**config.mk**
```make
export PLATFORM = sky130hd
export DESIGN_NAME = vga_fb_write_arbiter
export DESIGN_NICKNAME = d
export VERILOG_FILES = /design/src/rtl/vga_fb_write_arbiter.sv
export SDC_FILE = /design/constraint.sdc
export NUM_CORES = 1
export LEC_CHECK = 0
export ABC_CLOCK_PERIOD_IN_PS = 2700
export CAP_MARGIN = 20
export CORE_MARGIN = 10
export CORE_UTILIZATION = 35
export DETAILED_ROUTE_END_ITERATION = 16
export PLACE_DENSITY = 0.61
export SYNTH_ARGS = -nofsm -noshare
export SYNTH_HDL_FRONTEND = slang
export SYNTH_SLANG_ARGS = --single-unit
```
**constraint.sdc**
```tcl
create_clock -name clk -period 2.7 [get_ports clk]
set_input_delay 0.54 -clock clk [delete_from_list [all_inputs] [get_ports clk]]
set_output_delay 0.54 -clock clk [all_outputs]
set_load 0.02 [all_outputs]
```
**src/rtl/vga_fb_write_arbiter.sv**
```systemverilog
// Framebuffer write-port arbiter for the VGA display core.
// Round-robin shares one registered write port between NREQ valid/ready
// requesters. A built-in clear sequencer sweeps the whole screen and owns
// the port exclusively while it runs. Writes can optionally be held off
// until the display is in a blanking interval.
module vga_fb_write_arbiter #(
  parameter int NREQ       = 2,
  parameter int HD         = 1280,
  parameter int VD         = 1024,
  parameter int AW         = 11,
  parameter int BLANK_ONLY = 0,
  localparam int GW        = (NREQ > 1) ? $clog2(NREQ) : 1
) (
  input  logic                 clk,
  input  logic                 arstn,
  input  logic [NREQ-1:0]      req_valid_i,
  output logic [NREQ-1:0]      req_ready_o,
  input  logic [2*NREQ-1:0]    req_color_i,
  input  logic [AW*NREQ-1:0]   req_x_i,
  input  logic [AW*NREQ-1:0]   req_y_i,
  input  logic                 blank_i,
  input  logic                 clear_i,
  input  logic [1:0]           clear_color_i,
  output logic                 clear_busy_o,
  output logic                 fb_we_o,
  output logic [1:0]           fb_color_o,
  output logic [AW-1:0]        fb_addr_x_o,
  output logic [AW-1:0]        fb_addr_y_o,
  output logic [GW-1:0]        grant_id_o
);

  localparam logic [AW:0]   HD_L    = (AW+1)'(HD);
  localparam logic [AW:0]   VD_L    = (AW+1)'(VD);
  localparam logic [AW-1:0] HD_LAST = AW'(HD - 1);
  localparam logic [AW-1:0] VD_LAST = AW'(VD - 1);

  typedef enum logic {ST_IDLE, ST_CLEAR} state_t;

  state_t        state_q, state_d;
  logic [AW-1:0] cx_q, cx_d, cy_q, cy_d;
  logic [1:0]    clr_col_q, clr_col_d;
  logic [GW-1:0] ptr_q, ptr_d;
  logic [GW-1:0] gid_q, gid_d;
  logic          busy_q, busy_d;
  logic          we_q, we_d;
  logic [1:0]    col_q, col_d;
  logic [AW-1:0] ax_q, ax_d, ay_q, ay_d;

  logic          allow;
  logic          gnt_found;
  logic [GW-1:0] gnt_idx;
  int unsigned   idx;
  logic          grant;
  logic [AW-1:0] sel_x, sel_y;
  logic [1:0]    sel_col;
  logic          in_range;

  assign allow = (BLANK_ONLY == 0) ? 1'b1 : blank_i;

  // Round-robin search: first valid requester at or above the pointer, wrapping.
  always_comb begin
    gnt_found = 1'b0;
    gnt_idx   = '0;
    idx       = 0;
    for (int unsigned k = 0; k < NREQ; k++) begin
      idx = (32'(ptr_q) + k) % NREQ;
      if (!gnt_found && req_valid_i[idx]) begin
        gnt_found = 1'b1;
        gnt_idx   = GW'(idx);
      end
    end
  end

  // Grant is suppressed during reset, while clearing, when a clear starts,
  // and outside blanking when writes are restricted.
  assign grant       = arstn && (state_q == ST_IDLE) && allow && !clear_i && gnt_found;
  assign req_ready_o = grant ? (NREQ'(1) << gnt_idx) : '0;

  assign sel_x    = req_x_i[gnt_idx*AW +: AW];
  assign sel_y    = req_y_i[gnt_idx*AW +: AW];
  assign sel_col  = req_color_i[gnt_idx*2 +: 2];
  assign in_range = ({1'b0, sel_x} < HD_L) && ({1'b0, sel_y} < VD_L);

  // Next-state logic for the arbiter, clear sweep and registered write port.
  always_comb begin
    state_d   = state_q;
    cx_d      = cx_q;
    cy_d      = cy_q;
    clr_col_d = clr_col_q;
    ptr_d     = ptr_q;
    gid_d     = gid_q;
    busy_d    = busy_q;
    we_d      = 1'b0;
    col_d     = col_q;
    ax_d      = ax_q;
    ay_d      = ay_q;
    case (state_q)
      ST_IDLE: begin
        if (clear_i) begin
          state_d   = ST_CLEAR;
          cx_d      = '0;
          cy_d      = '0;
          clr_col_d = clear_color_i;
          busy_d    = 1'b1;
        end else if (grant) begin
          ptr_d = (gnt_idx == GW'(NREQ - 1)) ? '0 : gnt_idx + 1'b1;
          gid_d = gnt_idx;
          // Out-of-range requests are consumed but never reach the framebuffer.
          if (in_range) begin
            we_d  = 1'b1;
            col_d = sel_col;
            ax_d  = sel_x;
            ay_d  = sel_y;
          end
        end
      end
      ST_CLEAR: begin
        if (allow) begin
          we_d  = 1'b1;
          ax_d  = cx_q;
          ay_d  = cy_q;
          col_d = clr_col_q;
          if (cx_q == HD_LAST) begin
            cx_d = '0;
            if (cy_q == VD_LAST) begin
              state_d = ST_IDLE;
              busy_d  = 1'b0;
            end else begin
              cy_d = cy_q + 1'b1;
            end
          end else begin
            cx_d = cx_q + 1'b1;
          end
        end
      end
      default: state_d = ST_IDLE;
    endcase
  end

  // State and registered outputs; async reset aborts any clear in progress.
  always_ff @(posedge clk or negedge arstn) begin
    if (!arstn) begin
      state_q   <= ST_IDLE;
      cx_q      <= '0;
      cy_q      <= '0;
      clr_col_q <= '0;
      ptr_q     <= '0;
      gid_q     <= '0;
      busy_q    <= 1'b0;
      we_q      <= 1'b0;
      col_q     <= '0;
      ax_q      <= '0;
      ay_q      <= '0;
    end else begin
      state_q   <= state_d;
      cx_q      <= cx_d;
      cy_q      <= cy_d;
      clr_col_q <= clr_col_d;
      ptr_q     <= ptr_d;
      gid_q     <= gid_d;
      busy_q    <= busy_d;
      we_q      <= we_d;
      col_q     <= col_d;
      ax_q      <= ax_d;
      ay_q      <= ay_d;
    end
  end

  assign clear_busy_o = busy_q;
  assign fb_we_o      = we_q;
  assign fb_color_o   = col_q;
  assign fb_addr_x_o  = ax_q;
  assign fb_addr_y_o  = ay_q;
  assign grant_id_o   = gid_q;

endmodule

```
==> flow_summary.toml <==
[min_path]
hp-class = "input pin to asynchronous set/reset pin"

[worst_setup_path]
cp-start-kind = "input pin"
crit_type = "input pin to primary output"
critical_path.top_delay_family = "buffers and inverters"
cp-end-kind = "primary output"
required_ps = 2160
cp.depth = 5
reg2reg_depth = 5
cp_num_buf_inv = 2
worst-path-max-fanout = 3
crit_chain = "clkdlybuf4s50_1, nor2_2, o211ai_1, nor3_1, dlygate4sd2_1"
critPathArrivalTime_ps = 1960
cpPeakStageDelay_ps = 470
crit_path_top_delay_cell = "clkdlybuf4s50_1"

[cells_and_area]
diodes = 0
nets = 477
areaGrowthSynthToFinish_pct = 37.5
finalInstanceArea_mm2 = 0.00417
drive_gt1_share_pct = 13.1
utilization_pct = 50.0

[global_routing]
track_usage_pct = 14.6
grt_max_degree = 54
grtUsageMet2_pct = 24.0
grt_pass1_vias = 2929
grtUsageMet3_pct = 4.49
globalRouteMet1Util_pct = 17.6
antenna_found_initial = 0
overflow = 0
grt_pass1_wl_mm = 15.3
grt-busiest-layer = "met2"

[routing]
via_per_inst = 5.61
drc = 0
first_pass_iters = 5
wl_mm = 9.58
drtIter0Drc = 205
avgRoutedWirePerCell_um = 18.3
antenna_left = 0
vias = 2947

[yosys]
postSynthAreaPerCell_um2 = 9.07
async_flop_share_pct = 100
synth-edff-count = 0
ys_types = 50
synthTopCellsByArea = "dfrtp_1 (44%), mux2_2 (8.2%), o21ai_0 (5.9%)"
synth_area_leader_cell = "dfrtp_1"
synthTopCellsByCount = "dfrtp_1 (53), o21ai_0 (36), nand3_1 (31)"
synth_nets = 392
ys_ff_latch = 53
synth_area_mm2 = 0.00303
synth_seq_area_share_pct = 43.8
ys_warn_count = 0
synth_flop_cell = "dfrtp_1"
netlist_instances = 334
synth_top_cell_area_share_pct = 43.8
yosys.cell_count.top_type = "dfrtp_1"

[clocking]
clkLatencyLatePin_ps = 320
path_clk_slew_ps = 110
clock-sinks = 53
cts_tree = "built"
numCtsBuffers = 5
hold_buffers = 0
cts_max_level = 2
clk_path_buf_depth = 2
cts_setup_buffers = 0
root_buffer = "clkbuf_8"

[floorplanning]
die_area_mm2 = 0.0128
io_pins = 85
initial_core_util_pct = 36.3
dieHeight_um = 113
chipWidth_um = 113
coreArea_mm2 = 0.00834
rows = 33

[sta]
finalSetupViolCount = 0
period_minus_slack_ps = 2500
slew_viol_final = 0
rsz0062_at_grt = "no"
worst_slack_ps = 201
finClkSkew_ps = 12.3
tightest_slew_ps = 690
period_share_pct = 92.6
hold_viol = 0
max_freq_ghz = 0.400
setup_tns_ps = 0
slew_headroom_pct = 54.0

[run_status]
status = "finished, final reports clean"

[power]
power.total_mw = 1.65
ir_worst_vdd_uv = 221
p_leak_nw = 1.66
power_density_mw_per_mm2 = 396

[flow_run]
maxCapViolations = 0

[placed_design]
pre_cts_ws_ps = -112
hpwl_mm = 7.21
gp_congestion = 0.803
placed_area_mm2 = 0.00403
port_buffers = 83
## flip-flops by register name, indices dropped and copies added, names as in the netlist
| signal | cells |
|---|---|
| grant_id_o | 1 |
| clear_busy_o | 1 |
| fb_addr_y_o | 11 |
| fb_we_o | 1 |
| fb_addr_x_o | 11 |
| cx_q | 11 |
| fb_color_o | 2 |
| cy_q | 11 |
| state_q | 1 |
| clr_col_q | 2 |
| ptr_q | 1 |
## kinds of logic after synthesis
family,after synthesis,share of synthesized area [%]
flip-flops,53,43.8
AND/OR/NAND/NOR,130,21.9
multiplexers,24,8.88
AO/OA/AOI/OAI,97,20.4
buffers and inverters,28,4.21
adder cells (fa/ha/maj),2,0.826
## worst paths after layout
kind / from / slack [ps] / endpoint
min reg2reg: grant_id_o / 490 / grant_id_o
max in group asynchronous: arstn / 1810 / cx_q[10]
min: arstn / 410 / fb_addr_y_o[8]
min in group clk: grant_id_o / 490 / grant_id_o
max reg2reg: cx_q[0] / 570 / cy_q[7]
max: clear_i / 200 / req_ready_o[1]
## layer usage
layer  part of all wire [%]  vias to the layer above
met2                     50                       88
met5                      0                        -
met4                    1.2                        0
li1                       -                     1422
met3                    6.6                        8
met1                     43                     1429
## cell usage in the layout, fill, tap and decap left out, types with 3 or more instances in the layout
master / n
clkdlybuf4s50_1: 80
nand3_1: 31
o21ai_0: 36
a31oi_1: 26
dfrtp_1: 53
nor2b_1: 3
nor2_1: 29
mux2_2: 22
nor3_1: 7
or4_1: 3
nand4_1: 8
buf_4: 14
o31ai_1: 5
inv_1: 6
nand2b_1: 6
a21oi_1: 10
nand2_1: 26
and3_1: 4
clkbuf_8: 5
and4_1: 4
## where the power goes
part	switching (mW)	total, mW	internal [mW]	leakage (nW)
Combinational	0.0784	0.184	0.106	1.01
Clock	0.280	0.649	0.369	0.0681
Sequential	0.0113	0.817	0.805	0.582
Total	0.370	1.65	1.28	1.66
## worst reg2reg max path: stages (launching register included)
cell     delay (ps)
dfrtp_1         460
ha_1            260
and4_1          350
nand4_2         280
or4_1           550
a21oi_1         150
## area by class of cell
| class | count | area [um^2] |
|---|---|---|
| timing repair buffer | 99 | 972 |
| clock buffer | 5 | 68.8 |
| inverter | 7 | 26.3 |
| fill | 824 | 4170 |
| clock inverter | 3 | 65.1 |
| sequential | 53 | 1330 |
| tap | 105 | 131 |
| multi-input combinational | 253 | 1580 |
## stage by stage
stage | hold slack, ps | cells
after global routing | 483 | 525
after detailed placement | 475 | 517
after global placement | 465 | 517
after floorplan | 244 | 334
after CTS | 458 | 525
final | 414 | 525
## what timing repair did
action                     CTS  global route
cloned                       0             0
resized for setup            1             1
setup endpoints to repair    1             1
hold endpoints to repair     0             0
Note: power is estimated with default switching activity, not from simulation.
